--- src/rtl/button_pio_in.sv ---
// Debounced push-button/switch input PIO with an Avalon-MM register interface.
// Define BUTTON_PIO_IN_EDGE_IRQ_EN to build the EDGECAP/IRQMASK registers and the irq output.
module button_pio_in #(
  parameter int unsigned WIDTH         = 2,
  parameter int unsigned TIMEOUT       = 10000,
  parameter int unsigned TIMEOUT_WIDTH = 14,
  parameter string       POLARITY      = "LOW",
  parameter string       EDGE_TYPE     = "ANY"
) (
  input  logic             clk,
  input  logic             reset_n,
  input  logic [WIDTH-1:0] data_in,
  input  logic [1:0]       address,
  input  logic             read,
  input  logic             write,
  input  logic [31:0]      writedata,
  output logic [31:0]      readdata,
  output logic             irq
);

  localparam logic ACTIVE_LOW = (POLARITY == "LOW");
  localparam logic [TIMEOUT_WIDTH-1:0] COUNT_LAST = TIMEOUT_WIDTH'(TIMEOUT - 1);

  logic [WIDTH-1:0]         sync1_q, sync2_q;
  logic [WIDTH-1:0]         logical;
  logic [WIDTH-1:0]         stable_q, stable_d;
  logic [TIMEOUT_WIDTH-1:0] count_q [WIDTH];
  logic [TIMEOUT_WIDTH-1:0] count_d [WIDTH];
  logic [WIDTH-1:0]         irqmask_rd, edgecap_rd;
  logic [31:0]              rdata_mux;
  logic                     unused_bus;

  // Sync flops reset to the idle pin level so release does not look like a press.
  always_ff @(posedge clk or negedge reset_n) begin
    if (!reset_n) begin
      sync1_q <= {WIDTH{ACTIVE_LOW}};
      sync2_q <= {WIDTH{ACTIVE_LOW}};
    end else begin
      sync1_q <= data_in;
      sync2_q <= sync1_q;
    end
  end

  assign logical = sync2_q ^ {WIDTH{ACTIVE_LOW}};

  always_comb begin
    stable_d = stable_q;
    for (int i = 0; i < WIDTH; i++) begin
      count_d[i] = '0;
      if (logical[i] != stable_q[i]) begin
        if (count_q[i] == COUNT_LAST) begin
          stable_d[i] = ~stable_q[i];
        end else begin
          count_d[i] = count_q[i] + 1'b1;
        end
      end
    end
  end

  always_ff @(posedge clk or negedge reset_n) begin
    if (!reset_n) begin
      stable_q <= '0;
      for (int i = 0; i < WIDTH; i++) begin
        count_q[i] <= '0;
      end
    end else begin
      stable_q <= stable_d;
      for (int i = 0; i < WIDTH; i++) begin
        count_q[i] <= count_d[i];
      end
    end
  end

`ifdef BUTTON_PIO_IN_EDGE_IRQ_EN
  localparam logic RISE_EN = (EDGE_TYPE != "FALLING");
  localparam logic FALL_EN = (EDGE_TYPE != "RISING");

  logic [WIDTH-1:0] stable_dly_q;
  logic [WIDTH-1:0] edge_bits;
  logic [WIDTH-1:0] irqmask_q;
  logic [WIDTH-1:0] edgecap_q, edgecap_d;
  logic [WIDTH-1:0] w1c_bits;
  logic             irq_q;

  assign edge_bits = ({WIDTH{RISE_EN}} & stable_q & ~stable_dly_q) |
                     ({WIDTH{FALL_EN}} & ~stable_q & stable_dly_q);

  // A new edge overrides a same-cycle clear so no event is lost.
  always_comb begin
    w1c_bits  = (write && (address == 2'd2)) ? writedata[WIDTH-1:0] : '0;
    edgecap_d = (edgecap_q & ~w1c_bits) | edge_bits;
  end

  always_ff @(posedge clk or negedge reset_n) begin
    if (!reset_n) begin
      stable_dly_q <= '0;
      irqmask_q    <= '0;
      edgecap_q    <= '0;
      irq_q        <= 1'b0;
    end else begin
      stable_dly_q <= stable_q;
      edgecap_q    <= edgecap_d;
      irq_q        <= |(edgecap_q & irqmask_q);
      if (write && (address == 2'd1)) begin
        irqmask_q <= writedata[WIDTH-1:0];
      end
    end
  end

  assign irqmask_rd = irqmask_q;
  assign edgecap_rd = edgecap_q;
  assign irq        = irq_q;
`else
  assign irqmask_rd = '0;
  assign edgecap_rd = '0;
  assign irq        = 1'b0;
`endif

  // Upper write-data bits (and write itself without edge logic) have no destination.
  assign unused_bus = ^{write, writedata};

  always_comb begin
    rdata_mux = '0;
    unique case (address)
      2'd0: rdata_mux[WIDTH-1:0] = stable_q;
      2'd1: rdata_mux[WIDTH-1:0] = irqmask_rd;
      2'd2: rdata_mux[WIDTH-1:0] = edgecap_rd;
      2'd3: rdata_mux[WIDTH-1:0] = logical;
    endcase
  end

  always_ff @(posedge clk or negedge reset_n) begin
    if (!reset_n) begin
      readdata <= '0;
    end else if (read) begin
      readdata <= rdata_mux;
    end
  end

endmodule
--- config.mk ---
export PLATFORM = sky130hd
export DESIGN_NAME = button_pio_in
export DESIGN_NICKNAME = d
export VERILOG_FILES = /design/src/rtl/button_pio_in.sv
export SDC_FILE = /design/constraint.sdc
export NUM_CORES = 1
export LEC_CHECK = 0
export ABC_AREA = 1
export CORE_ASPECT_RATIO = 0.6
export CORE_MARGIN = 2
export CORE_UTILIZATION = 50
export CTS_BUF_LIST = sky130_fd_sc_hd__clkbuf_8
export DETAILED_ROUTE_END_ITERATION = 6
export PLACE_DENSITY = 0.87
export SETUP_SLACK_MARGIN = 0.5
export SYNTH_ARGS = -nofsm -noshare
export SYNTH_HDL_FRONTEND = slang
export SYNTH_SLANG_ARGS = --single-unit
--- constraint.sdc ---
create_clock -name clk -period 3 [get_ports clk]
set_clock_uncertainty 0.1 [all_clocks]
set_input_delay 0.6 -clock clk [delete_from_list [all_inputs] [get_ports clk]]
set_output_delay 0.6 -clock clk [all_outputs]
set_load 0.02 [all_outputs]
==> metrics.yaml, run 1 <==
finish:
  drive_gt1_share_pct: 12.86
  antenna_cells: 0
  nets: 323
  final-instance-count-excl-fill: 340
  fillers: 381
  syn2layout_area_growth_pct: 6.363
clock_network:
  post_cts_resized: 0
  cts_made_buffers: 5
  cts_max_level: 2
  clk_latency_ns: 0.30
  path_clk_slew_ns: 0.07
  cts_sinks: 36
  cts_hold_buffers: 0
  ctsLongestPathBuffers: 2
  post-cts-setup-buffers: 0
  cts_root_buffer: "clkbuf_8"
  cts_tree: "yes"
global_route:
  grt_pass1_vias: 1454
  grt_pass1_wl_um: 6782
  grt_util_all_layers_pct: 19.02
  antenna_found_initial: 0
  grt_max_degree: 37
  grt-ovfl-total: 0
worst_setup_path:
  crit-reg2reg-launch: "count_q[14]"
  critPathRequiredTime_ns: 2.30
  worst-path-buf-inv: 1
  ff2ff_path_depth: 6
  critPathCapture: "readdata[0]"
  crit_path_cell_trace: "clkdlybuf4s50_1"
  ff2ff_setup_slack_ns: 1.55
  r2r-end: "count_q[14]"
  crit_family: "buffers and inverters"
  end_kind: "primary output"
  crit_path_start: "readdata[0]"
  max_stage_delay_ns: 0.61
  critical-path-slowest-cell: "clkdlybuf4s50_1"
  worstPathArrival_ns: 1.28
  path_depth: 1
  cp-start-kind: "flip-flop"
  worstPathMaxFanout: 2
  crit_type: "reg -> out"
route:
  ant_nets: 0
  dr.pass1.iters: 5
  drt-total-wl_um: 4031
  initialDrtViolationCount: 161
  vias_per_cell: 4.732
  vias: 1609
  drcViolationCount: 0
  wl_per_cell_um: 11.86
yosys:
  yosysUniqueCellTypes: 23
  ys_seq_elements: 36
  synth_top_area_share_pct: 37.36
  synthTopCellsByArea: "dfrtp_1, buf_4, nor2_1"
  yosys.area.top_type: "dfrtp_1"
  mappedNetlistArea_um2: 2143
  seq_area_frac_synth_pct: 42.27
  yosys_warnings: 0
  syn_area_per_cell_um2: 8.119
  synth_cells: 264
timing:
  tns_ns: 0
  grt_setup_unrepaired: "false"
  fin_hold_ws_ns: 0.2519
  setup_viol: 0
  slew_viol_final: 0
  fin_crit_ns: 1.977
  fin_crit_sh_pct: 65.89
  hold_viol_final: 0
  max_freq_mhz: 505.9
floorplan:
  die_h_um: 54.72
  die_x_um: 88.53
  rows: 18
  ios: 73
  die_area_um2: 4844
  start_util_pct: 52.00
  core_area_um2: 4121
flow_run:
  max-cap-violations: 0
pwr:
  p_leak_nw: 1.066
  power_uw: 965.9
  irDropWorstVdd_mv: 0.1851
  powerDensity_nw_per_um2: 423.7
placement:
  dp_hpwl_um: 2994
  port_buffers: 8
  gp_congestion: 0.9140
  place_inst: 332
worst_hold_path:
  hp-class: "reg -> reg"
run_status:
  status: "completed"
[cells by family after synthesis]
group / count (synthesis) / synth area share [%]
adder cells (fa/ha/maj): 4 / 2.335
AO/OA/AOI/OAI: 10 / 2.802
AND/OR/NAND/NOR: 136 / 29.07
flip-flops: 36 / 42.27
buffers and inverters: 61 / 16.11
other: 1 / 0.1750
XOR/XNOR: 16 / 7.239
[report_power, final]
| group | total, mW | internal (mW) | switching (mW) |
|---|---|---|---|
| registers | 0.511 | 0.499 | 0.0124 |
| clock network | 0.362 | 0.183 | 0.179 |
| logic | 0.0924 | 0.0249 | 0.0675 |
| total | 0.966 | 0.707 | 0.259 |
[state kept, by name, summed over array words and instances, names as in the netlist]
register and cells:
count_q 28, readdata 2, stable_q 2, sync1_q 2
sync2_q 2
[per-layer routing]
metal  GRT usage, %  share of wire, %
met5              0                 0
met4          4.293               1.1
met3          7.692               9.1
met2          27.69                42
met1          26.62                48
[Yosys cell counts]
library cell  instances
xnor2_2               2
xnor2_1               8
inv_1                27
inv_2                 3
xor2_1                6
o21ai_1               2
nor2_2                6
dfstp_2               4
nor2_4                1
buf_4                31
nand3_2               3
dfrtp_1              32
o21bai_1              2
conb_1                1
nand4_1               8
nor2_1               59
nand2_4               2
a21oi_1               2
ha_1                  4
nand2_2               7
a31oi_1               4
nand3_1              15
nand2_1              35
[stage by stage]
stage               setup slack (ns)  area, um2  util, %
floorplan                      1.733       2256        -
global placement               1.352       2186    53.04
detailed placement             1.352       2186    53.04
CTS                            1.029       2280    55.31
global route                  0.9951       2280    55.31
finish                         1.023       2280    55.31
[worst min-delay path by stage]
stage | start | endpoint | cells past startpoint
CTS | sync1_q[1] | sync2_q[1] | 0
floorplan | reset_n | count_q[0] | 0
global placement | sync1_q[1] | sync2_q[1] | 0
global route | sync1_q[1] | sync2_q[1] | 0
finish | sync1_q[1] | sync2_q[1] | 0
detailed placement | sync1_q[1] | sync2_q[1] | 0
[cell type report]
cell class	instances	area (um2)	share of cell area, %
inverter	30	112.6	4.940
clock inverter	2	11.26	0.4940
timing repair buffer	9	87.58	3.842
tap	60	75.07	3.293
sequential	36	905.9	39.74
clock buffer	6	82.58	3.622
multi-input combinational	197	1005	44.07
[layout by cell type, fill, tap and decap left out, drive strengths merged]
cell type and instances:
xor2 6, nand4 8, dfrtp 32, clkinvlp 1
dfstp 4, xnor2 10, a31oi 4, nor2 66
nand3 18, o21ai 2, inv 31, buf 1
ha 4, conb 31, clkdlybuf4s50 8, o21bai 2
nand2 44, clkbuf 6, a21oi 2
No activity file was read; power rests on OpenSTA's default activity.
==> inputs of run 2 (changes only) <==
--- a/config.mk
+++ b/config.mk
@@ -8,10 +8,10 @@
 export ABC_AREA = 1
 export CORE_ASPECT_RATIO = 0.6
 export CORE_MARGIN = 2
-export CORE_UTILIZATION = 50
+export CORE_UTILIZATION = 47
 export CTS_BUF_LIST = sky130_fd_sc_hd__clkbuf_8
 export DETAILED_ROUTE_END_ITERATION = 6
-export PLACE_DENSITY = 0.87
+export PLACE_DENSITY = 0.82
 export SETUP_SLACK_MARGIN = 0.5
 export SYNTH_ARGS = -nofsm -noshare
 export SYNTH_HDL_FRONTEND = slang
==> constraint.sdc (replaced) <==
create_clock -name clk -period 1.85 [get_ports clk]
set_clock_uncertainty 0.1 [all_clocks]
set_input_delay 0.37 -clock clk [delete_from_list [all_inputs] [get_ports clk]]
set_output_delay 0.37 -clock clk [all_outputs]
set_load 0.02 [all_outputs]
==> run 2 against run 1 <==
Against the previous run: largest power group unchanged; die area increased by 6.0%; count of clock-buffer cells in the layout decreased by 1; clock power increased by 88%; critical path depth increased by 5; final area increased by 9.3%; non-clock buffer count increased by 8.
==> metrics.yaml, run 2 (synthesis results as in run 1) <==
placement:
  place_area_um2: 2198
  port_buffers: 8
  dp_hpwl_um: 3035
  gp_congestion: 0.9252
  preCtsSetupSlack_ns: 0.3662
worst_setup_path:
  ff2ff_setup_slack_ns: 0.49
  crit_type: "reg -> reg"
  worstPathMaxFanout: 6
  cp-start-kind: "flip-flop"
  critPathRequiredTime_ns: 1.93
  end_kind: "flip-flop"
  worstPathArrival_ns: 1.44
  ff2ff_path_depth: 6
worst_hold_path:
  hp-class: "reg -> reg"
  hold_depth: 0
timing:
  layout_setup_ws_ns: 0.4923
  max_freq_mhz: 736.5
  hold_viol_final: 0
  grt_setup_unrepaired: "true"
  fin_crit_ns: 1.358
  tns_ns: 0
  slew_viol_final: 0
  setup_viol: 0
  fin_crit_sh_pct: 73.39
floorplan:
  die_h_um: 56.31
  die_area_um2: 5134
  die_x_um: 91.18
  core_area_um2: 4234
  start_util_pct: 50.62
  rows: 18
  ios: 73
route:
  vias_per_cell: 4.802
  vias: 1671
  initialDrtViolationCount: 151
  ant_nets: 0
  wl_per_cell_um: 12.78
  dr.pass1.iters: 5
  drcViolationCount: 0
  drt-total-wl_um: 4447
finish:
  regMostFlops: "count_q"
  stdcell_area_um2: 2491
  nets: 331
  syn2layout_area_growth_pct: 16.23
  post-route-util_pct: 58.84
  final_common_cell: "nor2_1"
  antenna_cells: 0
  drive_gt1_share_pct: 26.04
  final_cell_mix: "nor2_1, nand2_1, conb_1"
  largest_reg_flops: 28
run_status:
  status: "completed"
pwr:
  p_leak_nw: 1.132
  irDropWorstVdd_mv: 0.4211
  power_mw: 1.683
  powerDensity_nw_per_um2: 675.7
global_route:
  grt_pass1_vias: 1518
  grt_util_all_layers_pct: 17.35
  antenna_found_initial: 0
  grt-ovfl-total: 0
  grt_max_degree: 37
  grt_pass1_wl_um: 7003
flow_run:
  max-cap-violations: 0
clock_network:
  cts_made_buffers: 5
  cts_root_buffer: "clkbuf_8"
  cts_sinks: 36
  cts_tree: "yes"
  path_clk_slew_ns: 0.08
  clk_latency_ns: 0.29
  cts_max_level: 2
  ctsLongestPathBuffers: 2
-- run 2: metrics by stage --
stage          cells  hold WS, ns
2_1_floorplan    294     -0.02559
3_3_place_gp     332       0.2472
3_5_place_dp     332       0.2499
4_1_cts          345       0.2611
5_1_grt          348       0.2668
6_report         348       0.2622
-- run 2: path summary, 6_finish.rpt --
kind,startpoint,endpoint
worst min-delay path,sync1_q[0],sync2_q[0]
worst min register to register,sync1_q[0],sync2_q[0]
min in group asynchronous,reset_n,count_q[12]
max in group asynchronous,reset_n,sync1_q[1]
worst max register to register,count_q[7],count_q[10]
worst max-delay path,count_q[7],count_q[10]
-- run 2: layer usage --
layer	vias up	wire length (um)	global-route usage, %
met5	-	0	0
met4	0	41	6.277
met3	6	337	4.295
met2	98	1917	24.23
met1	760	2151	25.92
li1	807	-	-
-- run 2: area by class of cell --
class / instances / area [um2]
fill: 360 / 1743
multi-input combinational: 197 / 1130
sequential: 36 / 915.9
timing repair buffer: 17 / 150.1
inverter: 30 / 112.6
tap: 60 / 75.07
clock buffer: 5 / 68.82
clock inverter: 3 / 38.79
-- run 2: report_power, final --
part	internal, mW	leakage (nW)	switching, mW	total [mW]
Combinational	0.0529	0.605	0.124	0.177
Clock	0.395	0.0593	0.284	0.679
Sequential	0.809	0.467	0.0179	0.827
Total	1.26	1.13	0.426	1.68
-- run 2: what timing repair did --
| action | 4_1_cts | 5_1_grt |
|---|---|---|
| setup buffers | 5 | 3 |
| hold buffers | 0 | 0 |
| gates resized for setup | 12 | 36 |
| pin swaps | 1 | 10 |
| endpoints found under the setup margin | 24 | 24 |
-- run 2: worst max-delay path, cell delays in order, from the launching register on --
cell     delay (ns)
dfrtp_2        0.46
nor2_1         0.13
nand2_1        0.09
nor2_2         0.18
nand2_4        0.10
nand3_1        0.12
nor2_1         0.06
